--- config.mk ---
export PLATFORM = sky130hd
export DESIGN_NAME = root_power_arbiter_flat
export DESIGN_NICKNAME = d
export VERILOG_FILES = /design/src/rtl/root_power_arbiter_if.sv /design/src/rtl/root_power_arbiter.sv /design/src/flat_wrapper.sv
export SDC_FILE = /design/constraint.sdc
export NUM_CORES = 1
export LEC_CHECK = 0
export CAP_MARGIN = 20
export CORE_ASPECT_RATIO = 0.7
export CORE_MARGIN = 5
export CORE_UTILIZATION = 43
export DETAILED_ROUTE_END_ITERATION = 8
export DONT_BUFFER_PORTS = 1
export PLACE_DENSITY_LB_ADDON = 0.05
export SLEW_MARGIN = 20
export SYNTH_ARGS = -nofsm -noshare
export SYNTH_HDL_FRONTEND = slang
export SYNTH_SLANG_ARGS = --single-unit
--- constraint.sdc ---
create_clock -name clk -period 4.5 [get_ports clk]
set_input_delay 0.9 -clock clk [delete_from_list [all_inputs] [get_ports clk]]
set_output_delay 0.9 -clock clk [all_outputs]
set_load 0.05 [all_outputs]
--- src/rtl/root_power_arbiter_if.sv ---
// Request/grant bundle between NTT/INTT engines and the root-power arbiter,
// including the routing selects handed to the twiddle interconnect.
`timescale 1ns/1ps
interface root_power_arbiter_if #(
  parameter int unsigned NTT_NUM  = 4,
  parameter int unsigned ROOT_NUM = 4,
  parameter int unsigned BURST_W  = 12
);
  localparam int unsigned NW = (NTT_NUM  > 1) ? $clog2(NTT_NUM)  : 1;
  localparam int unsigned RW = (ROOT_NUM > 1) ? $clog2(ROOT_NUM) : 1;

  logic [NTT_NUM-1:0]                req_valid;
  logic [NTT_NUM-1:0][RW-1:0]        req_root;
  logic [NTT_NUM-1:0][BURST_W-1:0]   req_len;
  logic [NTT_NUM-1:0]                req_ready;
  logic [NTT_NUM-1:0]                ntt_grant_vld;
  logic [NTT_NUM-1:0][RW-1:0]        root_select;
  logic [ROOT_NUM-1:0]               root_busy;
  logic [ROOT_NUM-1:0][NW-1:0]       ntt_intt_select;
  logic [NTT_NUM-1:0]                done_pulse;

  modport master (
    output req_valid, req_root, req_len,
    input  req_ready, ntt_grant_vld, root_select, root_busy,
           ntt_intt_select, done_pulse
  );

  modport slave (
    input  req_valid, req_root, req_len,
    output req_ready, ntt_grant_vld, root_select, root_busy,
           ntt_intt_select, done_pulse
  );
endinterface

--- src/rtl/root_power_arbiter.sv ---
// Per-root-unit round-robin arbiter: grants each twiddle RAM unit to one engine
// for a burst, then holds the route through the interconnect pipeline drain.
`timescale 1ns/1ps
module root_power_arbiter #(
  parameter int unsigned NTT_NUM  = 4,
  parameter int unsigned ROOT_NUM = 4,
  parameter int unsigned BURST_W  = 12,
  parameter int unsigned PIPE_LAT = 2
) (
  input  logic                clk,
  input  logic                rst,
  root_power_arbiter_if.slave bus
);
  localparam int unsigned NW = (NTT_NUM  > 1) ? $clog2(NTT_NUM)  : 1;
  localparam int unsigned RW = (ROOT_NUM > 1) ? $clog2(ROOT_NUM) : 1;
  localparam int unsigned DW = (PIPE_LAT > 0) ? $clog2(PIPE_LAT + 1) : 1;
  localparam logic [DW-1:0] DRAIN_INIT = (PIPE_LAT > 0) ? DW'(PIPE_LAT - 1) : '0;

  typedef enum logic [1:0] {
    IDLE  = 2'd0,
    GRANT = 2'd1,
    DRAIN = 2'd2
  } state_t;

  state_t             state_q [ROOT_NUM];
  state_t             state_d [ROOT_NUM];
  logic [BURST_W-1:0] cnt_q   [ROOT_NUM];
  logic [BURST_W-1:0] cnt_d   [ROOT_NUM];
  logic [DW-1:0]      drain_q [ROOT_NUM];
  logic [DW-1:0]      drain_d [ROOT_NUM];
  logic [NW-1:0]      rr_q    [ROOT_NUM];
  logic [NW-1:0]      rr_d    [ROOT_NUM];
  logic [NW-1:0]      owner_q [ROOT_NUM];
  logic [NW-1:0]      owner_d [ROOT_NUM];
  logic [RW-1:0]      rsel_q  [NTT_NUM];
  logic [RW-1:0]      rsel_d  [NTT_NUM];

  logic [NTT_NUM-1:0]  engine_busy;
  logic [ROOT_NUM-1:0] found;
  logic [ROOT_NUM-1:0] accept;
  logic [ROOT_NUM-1:0] last;
  logic [NW-1:0]       winner  [ROOT_NUM];

  // An engine is busy while any unit it owns is still in GRANT or DRAIN.
  always_comb begin
    engine_busy = '0;
    for (int unsigned r = 0; r < ROOT_NUM; r++) begin
      for (int unsigned i = 0; i < NTT_NUM; i++) begin
        if (state_q[r] != IDLE && owner_q[r] == NW'(i)) engine_busy[i] = 1'b1;
      end
    end
  end

  always_comb begin
    logic [NW-1:0] cand;
    cand   = '0;
    found  = '0;
    accept = '0;
    for (int unsigned r = 0; r < ROOT_NUM; r++) begin
      winner[r] = '0;
      for (int unsigned k = 0; k < NTT_NUM; k++) begin
        cand = NW'((32'(rr_q[r]) + k) % NTT_NUM);
        if (!found[r] && !rst && bus.req_valid[cand] &&
            bus.req_root[cand] == RW'(r) && !engine_busy[cand]) begin
          found[r]  = 1'b1;
          winner[r] = cand;
        end
      end
      accept[r] = found[r] && (state_q[r] == IDLE);
    end
  end

  always_comb begin
    bus.req_ready = '0;
    for (int unsigned r = 0; r < ROOT_NUM; r++) begin
      for (int unsigned i = 0; i < NTT_NUM; i++) begin
        if (accept[r] && winner[r] == NW'(i)) bus.req_ready[i] = 1'b1;
      end
    end
  end

  always_comb begin
    for (int unsigned r = 0; r < ROOT_NUM; r++) begin
      state_d[r] = state_q[r];
      cnt_d[r]   = cnt_q[r];
      drain_d[r] = drain_q[r];
      rr_d[r]    = rr_q[r];
      owner_d[r] = owner_q[r];
      unique case (state_q[r])
        IDLE: begin
          if (accept[r]) begin
            state_d[r] = GRANT;
            owner_d[r] = winner[r];
            cnt_d[r]   = (bus.req_len[winner[r]] == '0) ? '0
                         : bus.req_len[winner[r]] - BURST_W'(1);
            rr_d[r]    = (winner[r] == NW'(NTT_NUM - 1)) ? '0 : winner[r] + NW'(1);
          end
        end
        GRANT: begin
          if (cnt_q[r] == '0) begin
            if (PIPE_LAT > 0) begin
              state_d[r] = DRAIN;
              drain_d[r] = DRAIN_INIT;
            end else begin
              state_d[r] = IDLE;
            end
          end else begin
            cnt_d[r] = cnt_q[r] - BURST_W'(1);
          end
        end
        DRAIN: begin
          if (drain_q[r] == '0) state_d[r] = IDLE;
          else                  drain_d[r] = drain_q[r] - DW'(1);
        end
        default: state_d[r] = IDLE;
      endcase
    end
  end

  // Engine-side route follows whichever unit just accepted that engine.
  always_comb begin
    for (int unsigned i = 0; i < NTT_NUM; i++) begin
      rsel_d[i] = rsel_q[i];
      for (int unsigned r = 0; r < ROOT_NUM; r++) begin
        if (accept[r] && winner[r] == NW'(i)) rsel_d[i] = RW'(r);
      end
    end
  end

  always_ff @(posedge clk) begin
    if (rst) begin
      for (int unsigned r = 0; r < ROOT_NUM; r++) begin
        state_q[r] <= IDLE;
        cnt_q[r]   <= '0;
        drain_q[r] <= '0;
        rr_q[r]    <= '0;
        owner_q[r] <= '0;
      end
      for (int unsigned i = 0; i < NTT_NUM; i++) rsel_q[i] <= '0;
    end else begin
      for (int unsigned r = 0; r < ROOT_NUM; r++) begin
        state_q[r] <= state_d[r];
        cnt_q[r]   <= cnt_d[r];
        drain_q[r] <= drain_d[r];
        rr_q[r]    <= rr_d[r];
        owner_q[r] <= owner_d[r];
      end
      for (int unsigned i = 0; i < NTT_NUM; i++) rsel_q[i] <= rsel_d[i];
    end
  end

  // The retiring cycle is the last GRANT cycle when there is no drain phase.
  always_comb begin
    for (int unsigned r = 0; r < ROOT_NUM; r++) begin
      if (PIPE_LAT == 0) last[r] = (state_q[r] == GRANT) && (cnt_q[r] == '0);
      else               last[r] = (state_q[r] == DRAIN) && (drain_q[r] == '0);
    end
  end

  always_comb begin
    bus.ntt_grant_vld = '0;
    bus.done_pulse    = '0;
    for (int unsigned r = 0; r < ROOT_NUM; r++) begin
      bus.root_busy[r]       = (state_q[r] != IDLE);
      bus.ntt_intt_select[r] = owner_q[r];
      for (int unsigned i = 0; i < NTT_NUM; i++) begin
        if (owner_q[r] == NW'(i)) begin
          if (state_q[r] == GRANT) bus.ntt_grant_vld[i] = 1'b1;
          if (last[r] && !rst)     bus.done_pulse[i]    = 1'b1;
        end
      end
    end
    for (int unsigned i = 0; i < NTT_NUM; i++) bus.root_select[i] = rsel_q[i];
  end
endmodule
--- src/flat_wrapper.sv ---
// flat-port wrapper written by rule: the top's interface ports become plain ports
module root_power_arbiter_flat 
#(
  parameter int unsigned NTT_NUM  = 4,
  parameter int unsigned ROOT_NUM = 4,
  parameter int unsigned BURST_W  = 12,
  parameter int unsigned PIPE_LAT = 2
)
  (clk, rst, bus_req_valid, bus_req_root, bus_req_len, bus_req_ready, bus_ntt_grant_vld, bus_root_select, bus_root_busy, bus_ntt_intt_select, bus_done_pulse);
  root_power_arbiter_if #(.NTT_NUM(NTT_NUM), .ROOT_NUM(ROOT_NUM), .BURST_W(BURST_W)) bus_i ();
  input  logic clk;
  input  logic rst;
  input wire logic [$bits(bus_i.req_valid)-1:0] bus_req_valid;
  input wire logic [$bits(bus_i.req_root)-1:0] bus_req_root;
  input wire logic [$bits(bus_i.req_len)-1:0] bus_req_len;
  output wire logic [$bits(bus_i.req_ready)-1:0] bus_req_ready;
  output wire logic [$bits(bus_i.ntt_grant_vld)-1:0] bus_ntt_grant_vld;
  output wire logic [$bits(bus_i.root_select)-1:0] bus_root_select;
  output wire logic [$bits(bus_i.root_busy)-1:0] bus_root_busy;
  output wire logic [$bits(bus_i.ntt_intt_select)-1:0] bus_ntt_intt_select;
  output wire logic [$bits(bus_i.done_pulse)-1:0] bus_done_pulse;
  assign bus_i.req_valid = bus_req_valid;
  assign bus_i.req_root = bus_req_root;
  assign bus_i.req_len = bus_req_len;
  assign bus_req_ready = bus_i.req_ready;
  assign bus_ntt_grant_vld = bus_i.ntt_grant_vld;
  assign bus_root_select = bus_i.root_select;
  assign bus_root_busy = bus_i.root_busy;
  assign bus_ntt_intt_select = bus_i.ntt_intt_select;
  assign bus_done_pulse = bus_i.done_pulse;
  root_power_arbiter #(.NTT_NUM(NTT_NUM), .ROOT_NUM(ROOT_NUM), .BURST_W(BURST_W), .PIPE_LAT(PIPE_LAT)) u_core (.clk(clk), .rst(rst), .bus(bus_i));
endmodule
======== Word-level counts from Yosys, hierarchy flattened ========
Memories as Yosys holds them, arrays and structs flattened.
Index checks and enable logic that the tools add are counted.
operators by class
  mux-type cells .......................... 333
  reduce and logical (&&, ||, !) cells .... 165
  bitwise operators ....................... 24
  add/subtract/negate cells ............... 28
  equal/unequal tests ..................... 44
  order comparisons ....................... 20
operators with widths
  operator                 number
  $mux W12                 20
  $mux W2                  108
  $mux W1                  141
  $logic_and A1 B1 Y1      104
  $bmux W12 S2             4
  $logic_not A12 Y1        8
  $pmux W12 S2             4
  $sub A12 B1 Y12 const B  8
  $bmux W1 S2              32
  $bmux W2 S2              16
  $lt A2 B3 Y1 const B     20
  $eq A2 B2 Y1 const B     28
  $logic_not A2 Y1         20
  $eq A2 B1 Y1 const B     16
  $logic_not A1 Y1         29
  $or A1 B1 Y1             24
  $pmux W2 S3              4
  $add A2 B1 Y2 const B    8
  $add A2 B2 Y2 const B    8
  $pmux W2 S2              4
  $reduce_bool A2 Y1       4
  $sub A2 B1 Y2 const B    4
word-level totals
  memory bits (writable) .................. 88
  bits in registers ....................... 0
  memories ................................ 6
  word-level logic and storage cells ...... 620
  input bits .............................. 62
memories
  name            words  bits a word  read ports  clocked after memory_dff  wr ports  RTL line                  RTL
  u_core.cnt_q    4      12           4           0                         4         root_power_arbiter.sv:27  logic [BURST_W-1:0] cnt_q [ROOT_NUM];
  u_core.drain_q  4      2            4           0                         4         root_power_arbiter.sv:29  logic [DW-1:0] drain_q [ROOT_NUM];
  u_core.owner_q  4      2            4           0                         4         root_power_arbiter.sv:33  logic [NW-1:0] owner_q [ROOT_NUM];
  u_core.rr_q     4      2            4           0                         4         root_power_arbiter.sv:31  logic [NW-1:0] rr_q [ROOT_NUM];
  u_core.rsel_q   4      2            4           0                         4         root_power_arbiter.sv:35  logic [RW-1:0] rsel_q [NTT_NUM];
  u_core.state_q  4      2            4           0                         4         root_power_arbiter.sv:25  state_t state_q [ROOT_NUM];

======== Depth between registers and ports, before layout ========
Gate-level depths: netlist of the first run.
  word-level depth ........................ 36
  depth in mapped cells ................... 23

======== Least setup slack after synthesis of the first run ========
OpenSTA, ideal clock, no wires.
  kind .................................... input to output
  start point ............................. in bus_req_root[2]
  end point ............................... out bus_req_ready[1]
  slack ................................... -0.085 ns
  stages .................................. 11
  path buffers ............................ 2
  data arrival time ....................... 3.685 ns
  cells stage by stage .................... or3b_2 > mux2_2 > a21oi_1 > o311a_1 > a21oi_1 > or3_1 > buf_6 > clkbuf_1 > ha_1 > a22oi_1 > nand2_1
RTL lines
  what         RTL line            RTL
  from (decl)  flat_wrapper.sv:14  input wire logic [$bits(bus_i.req_root)-1:0] bus_req_root;
  to (decl)    flat_wrapper.sv:16  output wire logic [$bits(bus_i.req_ready)-1:0] bus_req_ready;

==> flow_metrics.env, run 1 <==
export IMPL_status="finished clean"
export IMPL_syn_nets=1595
export IMPL_core_mm2=0.0238
export IMPL_cp_cell_sequence="nand2_1 -> or2_2 -> nor3_1 -> buf_4 -> o221ai_1 -> a32oi_2 -> nor3_2 -> nor2_2 -> buf_4 -> inv_1 -> ha_1 -> a21boi_2 -> buf_4 -> nand2_2 -> buf_4"
export IMPL_tightestPinTransition_ns=0.774
export IMPL_wl_met2_um=19000
export IMPL_num_vias=13011
export IMPL_die_y_um=140
export IMPL_worst_setup_path_start_kind="input port"
export IMPL_wl_per_cell_um=23.5
export IMPL_p_clk_share_pct=10.6
export IMPL_fin_ws_ns=0.0372
export IMPL_crit_slowest_cell="nor3_1"
export IMPL_dp_hpwl_um=37200
export IMPL_seqPwrFrac_pct=17.4
export IMPL_combPwrFrac_pct=72.0
export IMPL_critPathKind="input port to primary output"
export IMPL_port_buffers=0
export IMPL_critPathArrivalTime_ns=3.56
export IMPL_ys_ff_latch=88
export IMPL_drv_cap=0
export IMPL_maxSlewViolCount=0
export IMPL_final_cell_count_no_fill=2017
export IMPL_syn_inst=1497
export IMPL_track_usage_pct=32.6
export IMPL_n_antenna_cell=0
export IMPL_switching_share_pct=51.3
export IMPL_syn_area_per_cell_um2=6.97
export IMPL_synthToLayoutAreaGrowth_pct=27.0
export IMPL_syn_area_mm2=0.0104
export IMPL_max_slew_margin_pct=47.7
export IMPL_clk_pin_slew_ns=0.07
export IMPL_dp_cells=1987
export IMPL_ys_top_cells_by_area="dfxtp_1 17%, nand2_1 6.5%, nor2_1 5.7%"
export IMPL_drc=0
export IMPL_ys_warn_count=0
export IMPL_min_delay_path_depth=2
export IMPL_clockRootBuffer="clkbuf_16"
export IMPL_die_w_um=196
export IMPL_worstSetupEndpointType="primary output"
export IMPL_drt_antenna_violating_nets=0
export IMPL_p_int_mw=3.80
export IMPL_synth_edff_count=0
export IMPL_critPathMaxFanout=5
export IMPL_finalCriticalPeriod_ns=4.46
export IMPL_leakage_nw=5.31
export IMPL_slowest_delay_ns=0.39
export IMPL_path_delay_family="simple AND/OR/NAND/NOR gates"
export IMPL_cts_hold_fix_buffers=0
export IMPL_dr_wl_met3_um=5660
export IMPL_rr_worst_depth=20
export IMPL_cts_made_buffers=9
export IMPL_drt_wl_total_um=47300
export IMPL_preCtsSetupSlack_ns=-0.124
export IMPL_vias_per_cell=6.45
export IMPL_path_depth=15
export IMPL_power_switching_mw=4.00
export IMPL_cpMostUsedCell="buf_4"
export IMPL_critPathBufInv=5
export IMPL_finClkSkew_ns=0.0111
export IMPL_initial_utilization_pct=43.9
export IMPL_fin_crit_sh_pct=99.2
export IMPL_cp_required_ns=3.60
export IMPL_num_io_pins=94
export IMPL_cts_max_level=3
export IMPL_yosys_area_top_type_share_pct=16.9
export IMPL_cts_path_max_buffers=2
export IMPL_hold_viol_final=0
export IMPL_grt_max_degree=112
export IMPL_peakVddDrop_v=0.000351
export IMPL_top_layer_used="met5"
export IMPL_synthArstFlopShare_pct=0
export IMPL_cts_tree="done"
export IMPL_antenna_found_initial=2
export IMPL_die_area_mm2=0.0275
export IMPL_drt_iter0_markers=1464
export IMPL_grt_pass1_wl_um=70000
export IMPL_min_path_type="flip-flop to flip-flop"
export IMPL_numClockSinks=88
export IMPL_rows=47
export IMPL_wl_met1_um=20900
export IMPL_final_nets=1792
export IMPL_layout_drive_gt1_share_pct=25.9
export IMPL_gp_congestion=1.01
export IMPL_fill_cells=2333
export IMPL_fmaxAchievable_ghz=0.224
export IMPL_dr_pass1_iters=7
export IMPL_powerDensity_mw_per_mm2=588
export IMPL_yosysTopAreaCell="dfxtp_1"
export IMPL_clock_latency_ns=0.37
export IMPL_grt_pass1_vias=11504
export IMPL_synth_cell_types=99
export IMPL_setup_viol=0
export IMPL_synth_seq_area_share_pct=16.9
export IMPL_overflow=0
export IMPL_finalPower_mw=7.79
export IMPL_final_util_pct=55.8
export IMPL_synth_ff_type="dfxtp_1"
[state kept, by name, summed over array words and instances (netlist names)]
| name | flops |
|---|---|
| u_core.rr_q | 8 |
| u_core.rsel_q | 8 |
| u_core.state_q | 8 |
| u_core.owner_q | 8 |
| u_core.drain_q | 8 |
| u_core.cnt_q | 48 |
[cell usage in the layout, fill, tap and decap left out, types with 11 or more instances in the layout]
master and instances:
buf_4 260, nand2_1 177, nor2_1 157, a21oi_1 82, dfxtp_1 76, nand3_1 69
o21ai_0 65, nor3_1 63, inv_1 51, mux2i_1 35, a211oi_1 34, ha_1 28
a22oi_1 26, a221oi_1 23, o211ai_1 22, nor4_1 22, xnor2_1 22, xor2_1 19
a31oi_1 18, and3_1 18, or3_1 17, o22ai_1 16, nand2b_1 14, a21o_1 13
nand4_1 12, dfxtp_2 12, or2_2 11, nor3_2 11, a32oi_1 11
[kinds of logic (layout without fill, tap and decap cells)]
group | after synthesis | in the layout | synth area share [%]
buffers and inverters | 149 | 351 | 6.39
adder cells (fa/ha/maj) | 36 | 36 | 4.32
flip-flops | 88 | 88 | 16.9
AO/OA/AOI/OAI | 474 | 474 | 33.0
multiplexers | 45 | 45 | 4.44
XOR/XNOR | 41 | 41 | 3.44
AND/OR/NAND/NOR | 664 | 664 | 31.5
[path summary, 6_finish.rpt]
kind | startpoint | end | slack [ns]
setup / recovery | bus_req_root[5] | bus_req_ready[3] | 0.04
hold / removal | u_core.drain_q[3][1] | u_core.drain_q[3][1] | 0.49
setup reg to reg | u_core.state_q[2][0] | u_core.cnt_q[0][8] | 0.23
hold reg to reg | u_core.drain_q[3][1] | u_core.drain_q[3][1] | 0.49
[routing by layer]
metal	track usage (%)	vias up
met5	0	-
met4	10.7	2
met3	10.2	94
met2	45.8	656
met1	47.1	6188
li1	-	6071
[repair_timing]
item                                    in CTS  in global routing
endpoints found under the setup margin       5                 37
pin swaps                                    7                 21
buffers inserted                             5                  9
gates resized for setup                     31                 69
hold endpoints to repair                     0                  0
gates cloned                                 0                  1
[area by class of cell]
class	count	area (um^2)	area share, %
clock buffer	10	239	1.80
multi-input combinational	1260	8360	63.1
tap	318	398	3.00
inverter	61	236	1.78
clock inverter	6	66.3	0.500
sequential	88	1780	13.4
timing repair buffer	274	2180	16.4
[synth_stat cells, types with 10 or more instances]
library cell and number:
a211oi_1 36, mux2_2 10, nand2_1 181, a21o_1 13
nor2_1 158, a21oi_1 86, dfxtp_1 88, o211ai_1 22
o21ai_0 68, a22oi_1 28, nand4_1 12, xor2_1 19
inv_1 53, nor4_1 24, buf_4 13, a31oi_1 18
or3_1 22, nor2b_1 10, xnor2_1 22, ha_1 36
o32ai_1 10, and2_1 12, nand2b_1 17, mux2i_1 35
or2_2 11, clkbuf_1 47, buf_2 21, nand3_1 70
a32oi_1 12, nor3_1 69, a221oi_1 23, o22ai_1 18
and3_1 18
[power groups by stage]
| stage | Sequential (mW) | Combinational [mW] | Clock, mW |
|---|---|---|---|
| after floorplan | 1.29 | 3.12 | 0 |
| after global placement | 1.34 | 5.25 | 0 |
| after detailed placement | 1.34 | 5.26 | 0 |
| after CTS | 1.33 | 5.36 | 0.840 |
| after global routing | 1.39 | 6.07 | 0.875 |
| final | 1.35 | 5.61 | 0.828 |
[tightest hold or removal path, cell delays in order (launching register included)]
cell	delay [ns]
dfxtp_1	0.33
a21oi_1	0.06
nor2_1	0.07
[stage by stage]
stage                     setup TNS, ns  instance area, um^2  hold WS [ns]
final                                 0                13300         0.492
after global routing             -0.131                13300         0.548
after CTS                      -0.00289                12900         0.497
after detailed placement         -0.378                12400         0.481
after global placement          -0.0867                12400         0.466
after floorplan                       0                10400         0.454
Power figures use the tool's default switching activity.
==> run 2: changes to the inputs <==
- MAX_ROUTING_LAYER: unset -> met4
- SLEW_MARGIN: 20 -> unset
==> flow_metrics.env, run 2 (synthesized netlist as in run 1, its figures left out) <==
export IMPL_clockRootBuffer="clkbuf_16"
export IMPL_power_switching_mw=4.04
export IMPL_drc=0
export IMPL_vias_per_cell=6.43
export IMPL_ff2ff_setup_slack_ns=0.11
export IMPL_gp_congestion=1.03
export IMPL_seqPwrFrac_pct=17.0
export IMPL_status="finished, violations left"
export IMPL_preCtsSetupSlack_ns=-0.0776
export IMPL_die_area_mm2=0.0275
export IMPL_rr_worst_depth=22
export IMPL_dpl_cell_area_mm2=0.0125
export IMPL_drt_iter0_markers=1451
export IMPL_powerDensity_mw_per_mm2=584
export IMPL_fmaxAchievable_ghz=0.222
export IMPL_layout_drive_gt1_share_pct=26.5
export IMPL_startpoint="u_core.state_q[3][0]"
export IMPL_die_y_um=140
export IMPL_maxSlewViolCount=0
export IMPL_cts_tree="done"
export IMPL_slowest_delay_ns=0.34
export IMPL_initial_utilization_pct=43.9
export IMPL_clock_latency_ns=0.37
export IMPL_max_slew_margin_pct=47.6
export IMPL_final_nets=1804
export IMPL_core_mm2=0.0238
export IMPL_synthToLayoutAreaGrowth_pct=28.6
export IMPL_r2r_start="u_core.state_q[3][0]"
export IMPL_cts_hold_fix_buffers=0
export IMPL_crit_end="bus_req_ready[2]"
export IMPL_cp_cell_sequence="inv_1 -> ha_4 -> buf_4 -> or3_4 -> o31ai_4 -> o211ai_1 -> o311a_1 -> buf_6 -> and3_4 -> nor3_4 -> inv_4 -> ha_4 -> a22oi_2 -> buf_4 -> nand2_1 -> buf_6"
export IMPL_critPathKind="flip-flop to primary output"
export IMPL_final_cell_mix="270 x buf_4, 175 x nand2_1, 155 x nor2_1"
export IMPL_peakVddDrop_v=0.000524
export IMPL_hold_viol_final=0
export IMPL_cts_max_level=3
export IMPL_top_register="u_core.cnt_q"
export IMPL_finalCriticalPeriod_ns=4.50
export IMPL_worst_setup_path_start_kind="flip-flop"
export IMPL_antenna_found_initial=0
export IMPL_cp_required_ns=3.60
export IMPL_crit_slowest_cell="or3_4"
export IMPL_n_antenna_cell=0
export IMPL_dp_hpwl_um=37900
export IMPL_overflow=0
export IMPL_violations="setup timing"
export IMPL_r2r_end="u_core.cnt_q[0][6]"
export IMPL_leakage_nw=5.36
export IMPL_combPwrFrac_pct=73.2
export IMPL_grt_pass1_wl_um=71000
export IMPL_cts_path_max_buffers=2
export IMPL_cts_made_buffers=9
export IMPL_fin_ws_ns=-0.00470
export IMPL_p_clk_share_pct=9.8
export IMPL_track_usage_pct=33.9
export IMPL_port_buffers=0
export IMPL_drv_cap=0
export IMPL_drt_antenna_violating_nets=0
export IMPL_critPathMaxFanout=7
export IMPL_setup_viol=1
export IMPL_critPathArrivalTime_ns=3.60
export IMPL_mostFrequentLayoutCell="buf_4"
export IMPL_fill_cells=2370
export IMPL_final_cell_count_no_fill=2029
export IMPL_tightestPinTransition_ns=0.786
export IMPL_dp_cells=1993
export IMPL_p_int_mw=3.80
export IMPL_switching_share_pct=51.5
export IMPL_num_io_pins=94
export IMPL_grt_max_degree=112
export IMPL_numClockSinks=88
export IMPL_final_cell_area_mm2=0.0134
export IMPL_num_vias=13054
export IMPL_largest_register_ffs=48
export IMPL_wl_per_cell_um=23.7
export IMPL_dr_pass1_iters=6
export IMPL_rsz0062_at_grt="true"
export IMPL_die_w_um=196
export IMPL_min_path_type="flip-flop to flip-flop"
export IMPL_clk_pin_slew_ns=0.07
export IMPL_rows=47
export IMPL_drt_wl_total_um=48100
export IMPL_finClkSkew_ns=0.0189
export IMPL_grt_pass1_vias=11676
export IMPL_worstSetupEndpointType="primary output"
export IMPL_fin_crit_sh_pct=100
run 2: cell count changes in the layout (fill, tap and decap cells not counted), moves of 3 or more:
cell      before  now
buf_4        260  270
dfxtp_1       76   84
dfxtp_2       12    4
a22oi_1       26   23
a22oi_2        3    6
buf_6          6    9
nand2b_1      14   17
run 2: worst min-delay path by stage:
stage / start / to / depth (start not counted)
finish: u_core.drain_q[0][1] / u_core.drain_q[0][1] / 2
global route: u_core.drain_q[0][1] / u_core.drain_q[0][1] / 2
CTS: u_core.drain_q[0][1] / u_core.drain_q[0][1] / 2
detailed placement: u_core.drain_q[0][1] / u_core.drain_q[0][1] / 2
global placement: u_core.drain_q[3][1] / u_core.drain_q[3][1] / 2
floorplan: u_core.drain_q[3][1] / u_core.drain_q[3][1] / 2
run 2: metal layers:
| layer | GRT usage [%] | wire length [um] | vias up | share of wire, % |
|---|---|---|---|---|
| met1 | 48.1 | 21400 | 6148 | 45 |
| met5 | - | 0 | - | 0 |
| met3 | 8.69 | 5350 | 103 | 11 |
| met2 | 47.6 | 19700 | 711 | 41 |
| met4 | 9.25 | 1600 | 0 | 3.3 |
| li1 | - | - | 6092 | - |
run 2: layout make-up:
cell class | count | area [um^2] | area share, %
tap | 318 | 398 | 2.96
clock inverter | 5 | 41.3 | 0.308
multi-input combinational | 1260 | 8460 | 63.0
clock buffer | 11 | 243 | 1.81
sequential | 88 | 1770 | 13.2
timing repair buffer | 286 | 2270 | 16.9
inverter | 61 | 239 | 1.78
run 2: repair_timing:
item / in CTS / in global routing
gates resized for setup: 47 / 63
setup buffers: 4 / 15
cloned: 0 / 1
endpoints found under the setup margin: 19 / 39
pin swaps: 10 / 16
hold endpoints to repair: 0 / 0
run 2: worst max-delay path, delay by kind of cell (launching register included):
kind            cells  cell delay [ns]
fa+ha+maj           2             0.38
buf+inv             6             0.79
simple gates        4             0.87
flops               1             0.33
compound gates      4             0.88
run 2: stage by stage:
stage	total power, mW	hold WS (ns)	TNS, ns	utilization [%]
after detailed placement	6.64	0.477	-0.441	52.6
after global routing	8.37	0.525	-0.350	56.5
after CTS	7.55	0.495	0	54.8
after floorplan	4.41	0.454	0	-
final	7.84	0.487	-0.00470	56.5
after global placement	6.64	0.470	0	52.6
run 2: power groups by stage:
stage | Sequential, mW | Clock (mW) | Combinational [mW]
after global routing | 1.37 | 0.811 | 6.18
after detailed placement | 1.33 | 0 | 5.31
after floorplan | 1.29 | 0 | 3.12
final | 1.33 | 0.772 | 5.74
after CTS | 1.32 | 0.780 | 5.45
after global placement | 1.33 | 0 | 5.31
